[config.mk]
export PLATFORM = sky130hd
export DESIGN_NAME = reaction_test_ctrl
export DESIGN_NICKNAME = d
export VERILOG_FILES = /design/src/rtl/vga_pkg.sv /design/src/rtl/reaction_test_ctrl_ms_timer.sv /design/src/rtl/reaction_test_ctrl.sv
export SDC_FILE = /design/constraint.sdc
export NUM_CORES = 1
export LEC_CHECK = 0
export CAP_MARGIN = 20
export CORE_MARGIN = 2
export CORE_UTILIZATION = 40
export DETAILED_ROUTE_END_ITERATION = 8
export PLACE_DENSITY_LB_ADDON = 0.15
export REMOVE_ABC_BUFFERS = 1
export SYNTH_ARGS = -nofsm -noshare
export SYNTH_HDL_FRONTEND = slang
export SYNTH_SLANG_ARGS = --single-unit
[constraint.sdc]
create_clock -name clk -period 3.7 [get_ports clk]
set_input_delay 0.925 -clock clk [delete_from_list [all_inputs] [get_ports clk]]
set_output_delay 0.925 -clock clk [all_outputs]
set_load 0.02 [all_outputs]
[src/rtl/vga_pkg.sv]
// Shared codes for the reaction-time game: the image-select values understood by
// the VGA image mux, the controller state encoding and the LFSR seed.
package vga_pkg;

    // Image-select codes; the VGA image mux decodes these same values
    localparam logic [2:0] SCR_MENU   = 3'd0;
    localparam logic [2:0] SCR_RED    = 3'd1;
    localparam logic [2:0] SCR_GREEN  = 3'd2;
    localparam logic [2:0] SCR_RESULT = 3'd3;
    localparam logic [2:0] SCR_EARLY  = 3'd4;

    // Controller states; GO_PEND and GO both show the green image
    typedef logic [2:0] ctrlState_t;
    localparam ctrlState_t ST_MENU    = 3'd0;
    localparam ctrlState_t ST_DELAY   = 3'd1;
    localparam ctrlState_t ST_GO_PEND = 3'd2;
    localparam ctrlState_t ST_GO      = 3'd3;
    localparam ctrlState_t ST_RESULT  = 3'd4;
    localparam ctrlState_t ST_EARLY   = 3'd5;

    // Non-zero seed so the LFSR never locks up in the all-zero state
    localparam logic [15:0] LFSR_SEED = 16'hACE1;

    // Image shown while the controller sits in a given state
    function automatic logic [2:0] screenOf(input ctrlState_t st);
        logic [2:0] scr;
        scr = SCR_MENU;
        case (st)
            ST_MENU:    scr = SCR_MENU;
            ST_DELAY:   scr = SCR_RED;
            ST_GO_PEND: scr = SCR_GREEN;
            ST_GO:      scr = SCR_GREEN;
            ST_RESULT:  scr = SCR_RESULT;
            ST_EARLY:   scr = SCR_EARLY;
            default:    scr = SCR_MENU;
        endcase
        return scr;
    endfunction

    // One step of the 16-bit Fibonacci LFSR with taps 16,14,13,11
    function automatic logic [15:0] lfsrNext(input logic [15:0] cur);
        logic feedback;
        feedback = cur[15] ^ cur[13] ^ cur[12] ^ cur[10];
        return {cur[14:0], feedback};
    endfunction

endpackage

[src/rtl/reaction_test_ctrl_ms_timer.sv]
// Millisecond time base: a cycle prescaler feeding a saturating millisecond counter.
// Both restart from zero whenever clear is asserted.
module ms_timer #(
    parameter int CYCLES_PER_MS = 50000,
    parameter int WIDTH         = 14,
    parameter int MAX_COUNT     = 9999
) (
    input  logic             clk,
    input  logic             iResetn,
    input  logic             clear,
    output logic             tick,
    output logic [WIDTH-1:0] count
);

    localparam int PRE_W = (CYCLES_PER_MS > 1) ? $clog2(CYCLES_PER_MS) : 1;

    logic [PRE_W-1:0] prescaler;

    assign tick = (prescaler == PRE_W'(CYCLES_PER_MS - 1));

    // Prescaler wraps every millisecond; the count saturates so it never passes MAX_COUNT
    always_ff @(posedge clk or negedge iResetn) begin
        if (!iResetn) begin
            prescaler <= '0;
            count     <= '0;
        end else if (clear) begin
            prescaler <= '0;
            count     <= '0;
        end else if (tick) begin
            prescaler <= '0;
            if (count != WIDTH'(MAX_COUNT)) begin
                count <= count + WIDTH'(1);
            end
        end else begin
            prescaler <= prescaler + PRE_W'(1);
        end
    end

endmodule

[src/rtl/reaction_test_ctrl.sv]
// Game-flow sequencer for the reaction-time benchmark: chooses the image to draw,
// waits a pseudo-random red period, then times the player from the first fully
// drawn green frame until the key press (or a timeout).
module reaction_test_ctrl
    import vga_pkg::*;
#(
    parameter int CYCLES_PER_MS = 50000,
    parameter int MIN_DELAY_MS  = 1000,
    parameter int RAND_BITS     = 11,
    parameter int MAX_MS        = 9999
) (
    input  logic        clk,
    input  logic        iResetn,
    input  logic        iKeyPress,
    input  logic        iFrameDone,
    output logic [2:0]  oScreenSel,
    output logic        oScreenChg,
    output logic [13:0] oReactionMs,
    output logic        oResultValid,
    output logic        oTimeout
);

    // The red delay must fit the 14-bit target register
    generate
        if ((RAND_BITS < 1) || (RAND_BITS > 16) ||
            (MIN_DELAY_MS + (1 << RAND_BITS) - 1 >= (1 << 14))) begin : gBadDelayRange
            $error("reaction_test_ctrl: MIN_DELAY_MS + 2**RAND_BITS - 1 must be below 2**14");
        end
    endgenerate

    ctrlState_t  state;
    ctrlState_t  nextState;
    logic        keyPrev;
    logic        press;
    logic [15:0] lfsr;
    logic [13:0] target;
    logic [13:0] msCount;
    logic        tick;
    logic        timerClear;
    logic        enterDelay;
    logic        resultPress;
    logic        resultTimeout;

    assign press = iKeyPress & ~keyPrev;

    ms_timer #(
        .CYCLES_PER_MS (CYCLES_PER_MS),
        .WIDTH         (14),
        .MAX_COUNT     (MAX_MS)
    ) uTimer (
        .clk     (clk),
        .iResetn (iResetn),
        .clear   (timerClear),
        .tick    (tick),
        .count   (msCount)
    );

    // Next-state decision; a press always beats a tick or frame-done in the same cycle
    always_comb begin
        nextState     = state;
        resultPress   = 1'b0;
        resultTimeout = 1'b0;
        case (state)
            ST_MENU: begin
                if (press) nextState = ST_DELAY;
            end
            ST_DELAY: begin
                if (press) begin
                    nextState = ST_EARLY;
                end else if (tick && (msCount + 14'd1 == target)) begin
                    nextState = ST_GO_PEND;
                end
            end
            ST_GO_PEND: begin
                if (press) begin
                    nextState = ST_EARLY;
                end else if (iFrameDone) begin
                    nextState = ST_GO;
                end
            end
            ST_GO: begin
                if (press) begin
                    nextState   = ST_RESULT;
                    resultPress = 1'b1;
                end else if (tick && (msCount + 14'd1 == 14'(MAX_MS))) begin
                    nextState     = ST_RESULT;
                    resultTimeout = 1'b1;
                end
            end
            ST_RESULT: begin
                if (press) nextState = ST_MENU;
            end
            ST_EARLY: begin
                if (press) nextState = ST_MENU;
            end
            default: nextState = ST_MENU;
        endcase
    end

    // Timer restarts on entry to the red wait and to the timed green phase
    always_comb begin
        enterDelay = (nextState == ST_DELAY) && (state != ST_DELAY);
        timerClear = enterDelay || ((nextState == ST_GO) && (state != ST_GO));
    end

    // State and image select move together; the change pulse flags a new image code
    always_ff @(posedge clk or negedge iResetn) begin
        if (!iResetn) begin
            state      <= ST_MENU;
            oScreenSel <= SCR_MENU;
            oScreenChg <= 1'b0;
        end else begin
            state      <= nextState;
            oScreenSel <= screenOf(nextState);
            oScreenChg <= (screenOf(nextState) != oScreenSel);
        end
    end

    // Key edge detector and free-running LFSR
    always_ff @(posedge clk or negedge iResetn) begin
        if (!iResetn) begin
            keyPrev <= 1'b0;
            lfsr    <= LFSR_SEED;
        end else begin
            keyPrev <= iKeyPress;
            lfsr    <= lfsrNext(lfsr);
        end
    end

    // Red-screen length is sampled from the LFSR at the moment the red wait starts
    always_ff @(posedge clk or negedge iResetn) begin
        if (!iResetn) begin
            target <= '0;
        end else if (enterDelay) begin
            target <= 14'(MIN_DELAY_MS) + 14'(lfsr[RAND_BITS-1:0]);
        end
    end

    // Result register, one-cycle valid pulse and sticky timeout flag
    always_ff @(posedge clk or negedge iResetn) begin
        if (!iResetn) begin
            oReactionMs  <= '0;
            oResultValid <= 1'b0;
            oTimeout     <= 1'b0;
        end else begin
            oResultValid <= resultPress | resultTimeout;
            if (resultPress) begin
                oReactionMs <= msCount;
            end else if (resultTimeout) begin
                oReactionMs <= 14'(MAX_MS);
            end
            if (enterDelay) begin
                oTimeout <= 1'b0;
            end else if (resultTimeout) begin
                oTimeout <= 1'b1;
            end
        end
    end

endmodule

Word level (Yosys, flattened, before mapping)
Cells that the tools add are included.
{ "op_classes": {"addsub": 3, "eq_ne": 17, "muxes": 24, "bitwise_logic": 6, "n_reduce_logical": 13} }
{ "ops": {"columns": ["op", "count"], "rows": [
  ["2-to-1 mux 14 bit", 5],
  ["2-to-1 mux 16 bit", 2],
  ["2-to-1 mux 3 bit", 8],
  ["adder 16 x 1 -> 16 bit, second input constant", 1],
  ["== test 16 bit, second input constant", 1],
  ["case mux 3 bit (5 select lines)", 1],
  ["adder 14 x 1 -> 14 bit, second input constant", 1],
  ["== test 14 bit", 1],
  ["== test 14 bit, second input constant", 1],
  ["!= test 14 bit, second input constant", 1],
  ["adder 10 x 11 -> 12 bit, first input constant", 1],
  ["== test 3 x 2 -> 1 bit, second input constant", 4],
  ["== test 3 bit, second input constant", 4],
  ["case mux 3 bit (4 select lines)", 1],
  ["nonzero test 2 bit", 4],
  ["2-to-1 mux 1 bit", 7],
  ["== test 3 x 1 -> 1 bit, second input constant", 2],
  ["logical AND 1 bit", 4],
  ["OR reduction 2 bit", 2],
  ["zero test 3 bit", 1],
  ["!= test 3 x 1 -> 1 bit, second input constant", 1],
  ["!= test 3 x 2 -> 1 bit, second input constant", 1],
  ["!= test 3 bit", 1],
  ["bitwise XOR 1 bit", 3],
  ["5 further kinds", 5]
]} }
{ "totals": {"regBits": 84, "inputBits": 4, "out_inout_bits": 20, "wordCells": 74} }

Longest topological paths before layout
{ "logic_depth": {"word_depth": 11, "mapped_depth": 13, "mapped_depth_nobuf": 10} }

Cells and area by module
From an unflattened synthesis, not the netlist that was laid out.
{ "unflattened": {"cells_unflattened": 458, "hier_area_um2": 4420.5} }
{ "by_module_without_submodules": {"columns": ["mod", "n_inst", "cells_each", "area_each_um2", "seq_area_each_um2"], "rows": [
  ["reaction_test_ctrl", 1, 287, 2819.0, 1311.3],
  ["ms_timer", 1, 171, 1601.5, 750.7]
]} }

Least setup slack after synthesis
No wires, ideal clock.
{ "synth_timing": {"kind": "input-to-reg", "from": "input port iKeyPress", "to": "register uTimer.prescaler[9]", "setup_time_ps": 119, "arrival_time_ps": 3245, "required_time_ps": 3581, "path_slack_ps": 337, "cell_stages": 12, "n_path_buf": 3, "path_cell_list": "nor2b_1 -> clkbuf_1 -> or3_1 -> a2111oi_0 -> nand4_1 -> nor4_2 -> a21oi_2 -> o31ai_4 -> or2_1 -> buf_4 -> buf_6 -> nor2_1"} }
{ "synth_via": {"elab_chain_cells": 7, "elab_cells_between_ends": 13, "cone_classes": "eq/ne: 2; mux: 7; bitwise: 1; reduce/logical: 3"} }
{ "synth_rtl": {"columns": ["item", "line_no", "source"], "rows": [
  ["start, declared", "reaction_test_ctrl.sv:14", "input logic iKeyPress,"],
  ["AND 1 bit (*)", "reaction_test_ctrl.sv:44", "assign press = iKeyPress & ~keyPrev;"],
  ["2-to-1 mux 3 bit (on tied branches)", null, null],
  ["case mux 3 bit (5 select lines) (*)", "reaction_test_ctrl.sv:63", "case (state)"],
  ["== test 3 x 1 -> 1 bit / == test 3 x 2 -> 1 bit (equally long branches)", "reaction_test_ctrl.sv:102, reaction_test_ctrl.sv:103", null],
  ["logical AND 1 bit (on tied branches)", "reaction_test_ctrl.sv:102, reaction_test_ctrl.sv:103", null],
  ["logical OR 1 bit (*)", "reaction_test_ctrl.sv:103", "timerClear = enterDelay || ((nextState == ST_GO) && (state != ST_GO));"],
  ["2-to-1 mux 16 bit (*)", "reaction_test_ctrl_ms_timer.sv:26", "end else if (clear) begin"],
  ["end signal, assigned", "reaction_test_ctrl_ms_timer.sv:35", "prescaler <= prescaler + PRE_W'(1);"],
  ["end, declared", "reaction_test_ctrl_ms_timer.sv:17", "logic [PRE_W-1:0] prescaler;"]
]} }
Mark *: on every way between the ends. The rest lies on a longest branch, timed or not.
A chain may end at the register's enable or synchronous reset.

Worst setup path in the final report
{ "layout_timing": {"from": "input port iKeyPress", "to": "register uTimer.prescaler[15]"} }
The elaborated chain is that of the path after synthesis.

==> run metrics <==
Synth Area in Simple Gates=around 23%; clk_lat worst skew=about 360 ps; Die H=approximately 110 µm; CP cell instances=clkdlybuf4s50_1 > nor2b_1 > or3_1 > a2111oi_0 > nand4_1 > nor4_2 > a21oi_2 > o31ai_4 > or2_1 > buf_12 > nor2_1; RSZ-0062 raised after global routing=no; final core utilization=a little under half; Post-synth EDFFs=0; vias post-DR=approximately 3,100; Initial Util=around two fifths; Comb power frac=between 20 and 25%; vias per inst=5.24; Max stage delay cell, worst path=clkdlybuf4s50_1; I/O Pins=24; gr usage total=17.7%; Hold Crit Depth=0; Clk pwr share=28.5%; Starting DRT DRC Count=about 140; Worst Reg-to-Reg Cells=11; DR DRC count=0; most common cell in the synthesized netlist=dfrtp_1; number of global-route vias before repair=about 3,100; Cell Area, Placed=4690 µm²; period utilization=90.8%; Compound-Gate Fraction of Synth Area=10.6%; async set or reset register ratio after synthesis=100%; cts repair resizes=0; dominant synthesized flop cell=dfrtp_1; r2r startpoint=uTimer.count[0]$_DFFE_PN0P_; Int Pwr=approximately 1.6 mW; CTS Hold Buffers Added=0; worst slew pin tran=688 ps; largest family of logic cells by synthesized area=simple AND/OR/NAND/NOR gates; placed cell count=581; Synth area leader=dfrtp_1; max-slew violations=0; # Max-Cap Violations=0; gr ovfl total=0; Design Power=between 2 and 2.5 mW; CP Data Arrival Time=3610 ps; final hold vios=0; Max FO, Critical Path=16; Post-DP HPWL=6620 µm; fraction of layout cells with a size suffix above 1=~14%; synthesized cell area=about 4200 µm²; synth unique cells=63; Root Driver=clkbuf_8; Post-Route WL=9170 µm; final-stage net count=between 400 and 500; Die W=~110 µm; top-area cell type share of the netlist area=44.1%; f_max=between 200 and 300 MHz; Max clock buf depth=2; Seq/Total Area, Yosys=49.1%; HP Class=reg2reg; DR pass1 iterations=4; Synth Register Bits=slightly above 80; CORE AREA=slightly above 10,000 µm²; DRT antenna net count=0; Mapped Avg Cell Area=about 10 µm²; fill count=a little under 1,000; leakage power=between 2 and 2.5 nW; hold path endpoint=lfsr[15]$_DFF_PN1_; Synth Area in Adders=between 1 and 1.5%; # setup viols final=0; switching share of power=a little under a third; CTS sink count=82; slowest cell delay on critical path=around 430 ps; slew margin rel.=a little over half; worst endpoint required time=3950 ps; setup TNS=0 ps; clk_skew=approximately 7.2 ps; largest net degree at the start of global routing=between 80 and 90; Final Critical Period=3360 ps; die area=~11,000 µm²; routed length per instance=approximately 15 µm; CP Capture Type=flip-flop; Area Growth Syn to Fin=16.8%; Num CTS Buffers=9; H-tree depth=3; CP Launch Type=input port; Mapped Cells=421; first-pass GRT wire length=15,600 µm; site row count=37; mux cell area share after synthesis=less than 1%; Post-synth top cells=dfrtp_1 (74), nand2_1 (44), nor2_1 (38); Psw=roughly 740 µW; Clk pin slew, worst setup/hold paths=~80 ps; crit path kind=in2reg; maximum vdd drop=about 0.23 mV; area of the multi-input gates=2010 µm²; CTS tree=yes; Warnings, synthesis=0; Post-Layout Cell Count=598; diodes inserted=0; Worst Min Path Start=lfsr[14]$_DFF_PN0_; Setup Buffers After CTS=0; R2R Setup Slk=between 400 and 500 ps; register area=between 2000 and 2500 µm²; Synth area leaders=dfrtp_1 (44%), xnor2_1 (6.9%), dfstp_2 (5.0%), xor2_1 (4.8%), nand2_1 (3.9%); Reg power frac=around half; status=complete, no violations; initial antenna violation count=0; # port buffers=23; Final Wtd Congestion=between 0.8 and 0.9; Final Cell Area=4910 µm²; Post-Synth XOR/XNOR Area=12.2%; Reg2Reg Capture Point=oScreenChg$_DFF_PN0_; Pwr Density=473 nW/µm²
[cells by family after synthesis]
group,Yosys count
buffers and inverters,31
XOR/XNOR,57
multiplexers,3
flip-flops,82
adder cells (fa/ha/maj),4
AND/OR/NAND/NOR,180
AO/OA/AOI/OAI,64
[metal layers]
layer	global-route usage (%)	routed length, µm	vias up	share of wire [%]
li1	-	-	1536	-
met1	23.0	4230	1511	46
met2	28.4	4380	64	48
met3	3.56	334	21	3.6
met4	7.98	221	0	2.4
met5	0	0	-	0
[critical path, delay by kind of cell]
kind                   cells  cell delay (ps)
AOI/OAI and AO/OA          3              750
buffers and inverters      2              590
and+or+nand+nor            6             1330
[final cells by class]
cell class,instances,area share [%]
repair buffers,46,8.67
well taps,136,3.47
inverters,10,0.765
clock inverters,6,1.33
clock buffers,10,2.80
multi-input cells,308,41.0
flip-flops and latches,82,42.0
[through the flow]
| stage | hold WS, ps | setup WS (ps) |
|---|---|---|
| 2_1_floorplan | 333 | 109 |
| 3_3_place_gp | 335 | 10.9 |
| 3_5_place_dp | 355 | -22.7 |
| 4_1_cts | 370 | 329 |
| 5_1_grt | 370 | 215 |
| 6_report | 362 | 339 |
[power groups by stage]
stage	combinational, mW	sequential [mW]	clock [mW]
floorplan	0.331	1.15	0
global placement	0.513	1.16	0
detailed placement	0.515	1.16	0
CTS	0.520	1.14	0.682
global route	0.579	1.17	0.716
finish	0.515	1.15	0.661
[cells in the final DEF (no fill, tap or decap), types with 16 or more instances in the layout]
cell             Yosys  routed
buf_4                1      22
clkdlybuf4s50_1      0      22
dfrtp_1             74      74
nand2_1             44      44
nand3_1             19      19
nor2_1              38      38
o21ai_0             16      16
xnor2_1             33      33
xor2_1              23      23
[state kept, by name, indices dropped and copies added (netlist names), 3 cells and up]
register,cells
lfsr,16
uTimer.prescaler,16
oReactionMs,14
uTimer.count,14
target,12
oScreenSel,3
state,3
[worst max path at each step]
stage,from,endpoint,cells after the start
2_1_floorplan,iKeyPress,uTimer.prescaler[15]$_DFF_PN0_,9
3_3_place_gp,iKeyPress,uTimer.prescaler[9]$_DFF_PN0_,11
3_5_place_dp,iKeyPress,uTimer.prescaler[15]$_DFF_PN0_,11
4_1_cts,iKeyPress,uTimer.prescaler[15]$_DFF_PN0_,11
5_1_grt,iKeyPress,uTimer.prescaler[5]$_DFF_PN0_,11
6_report,iKeyPress,uTimer.prescaler[15]$_DFF_PN0_,11
(Power assumes the default switching activity.)
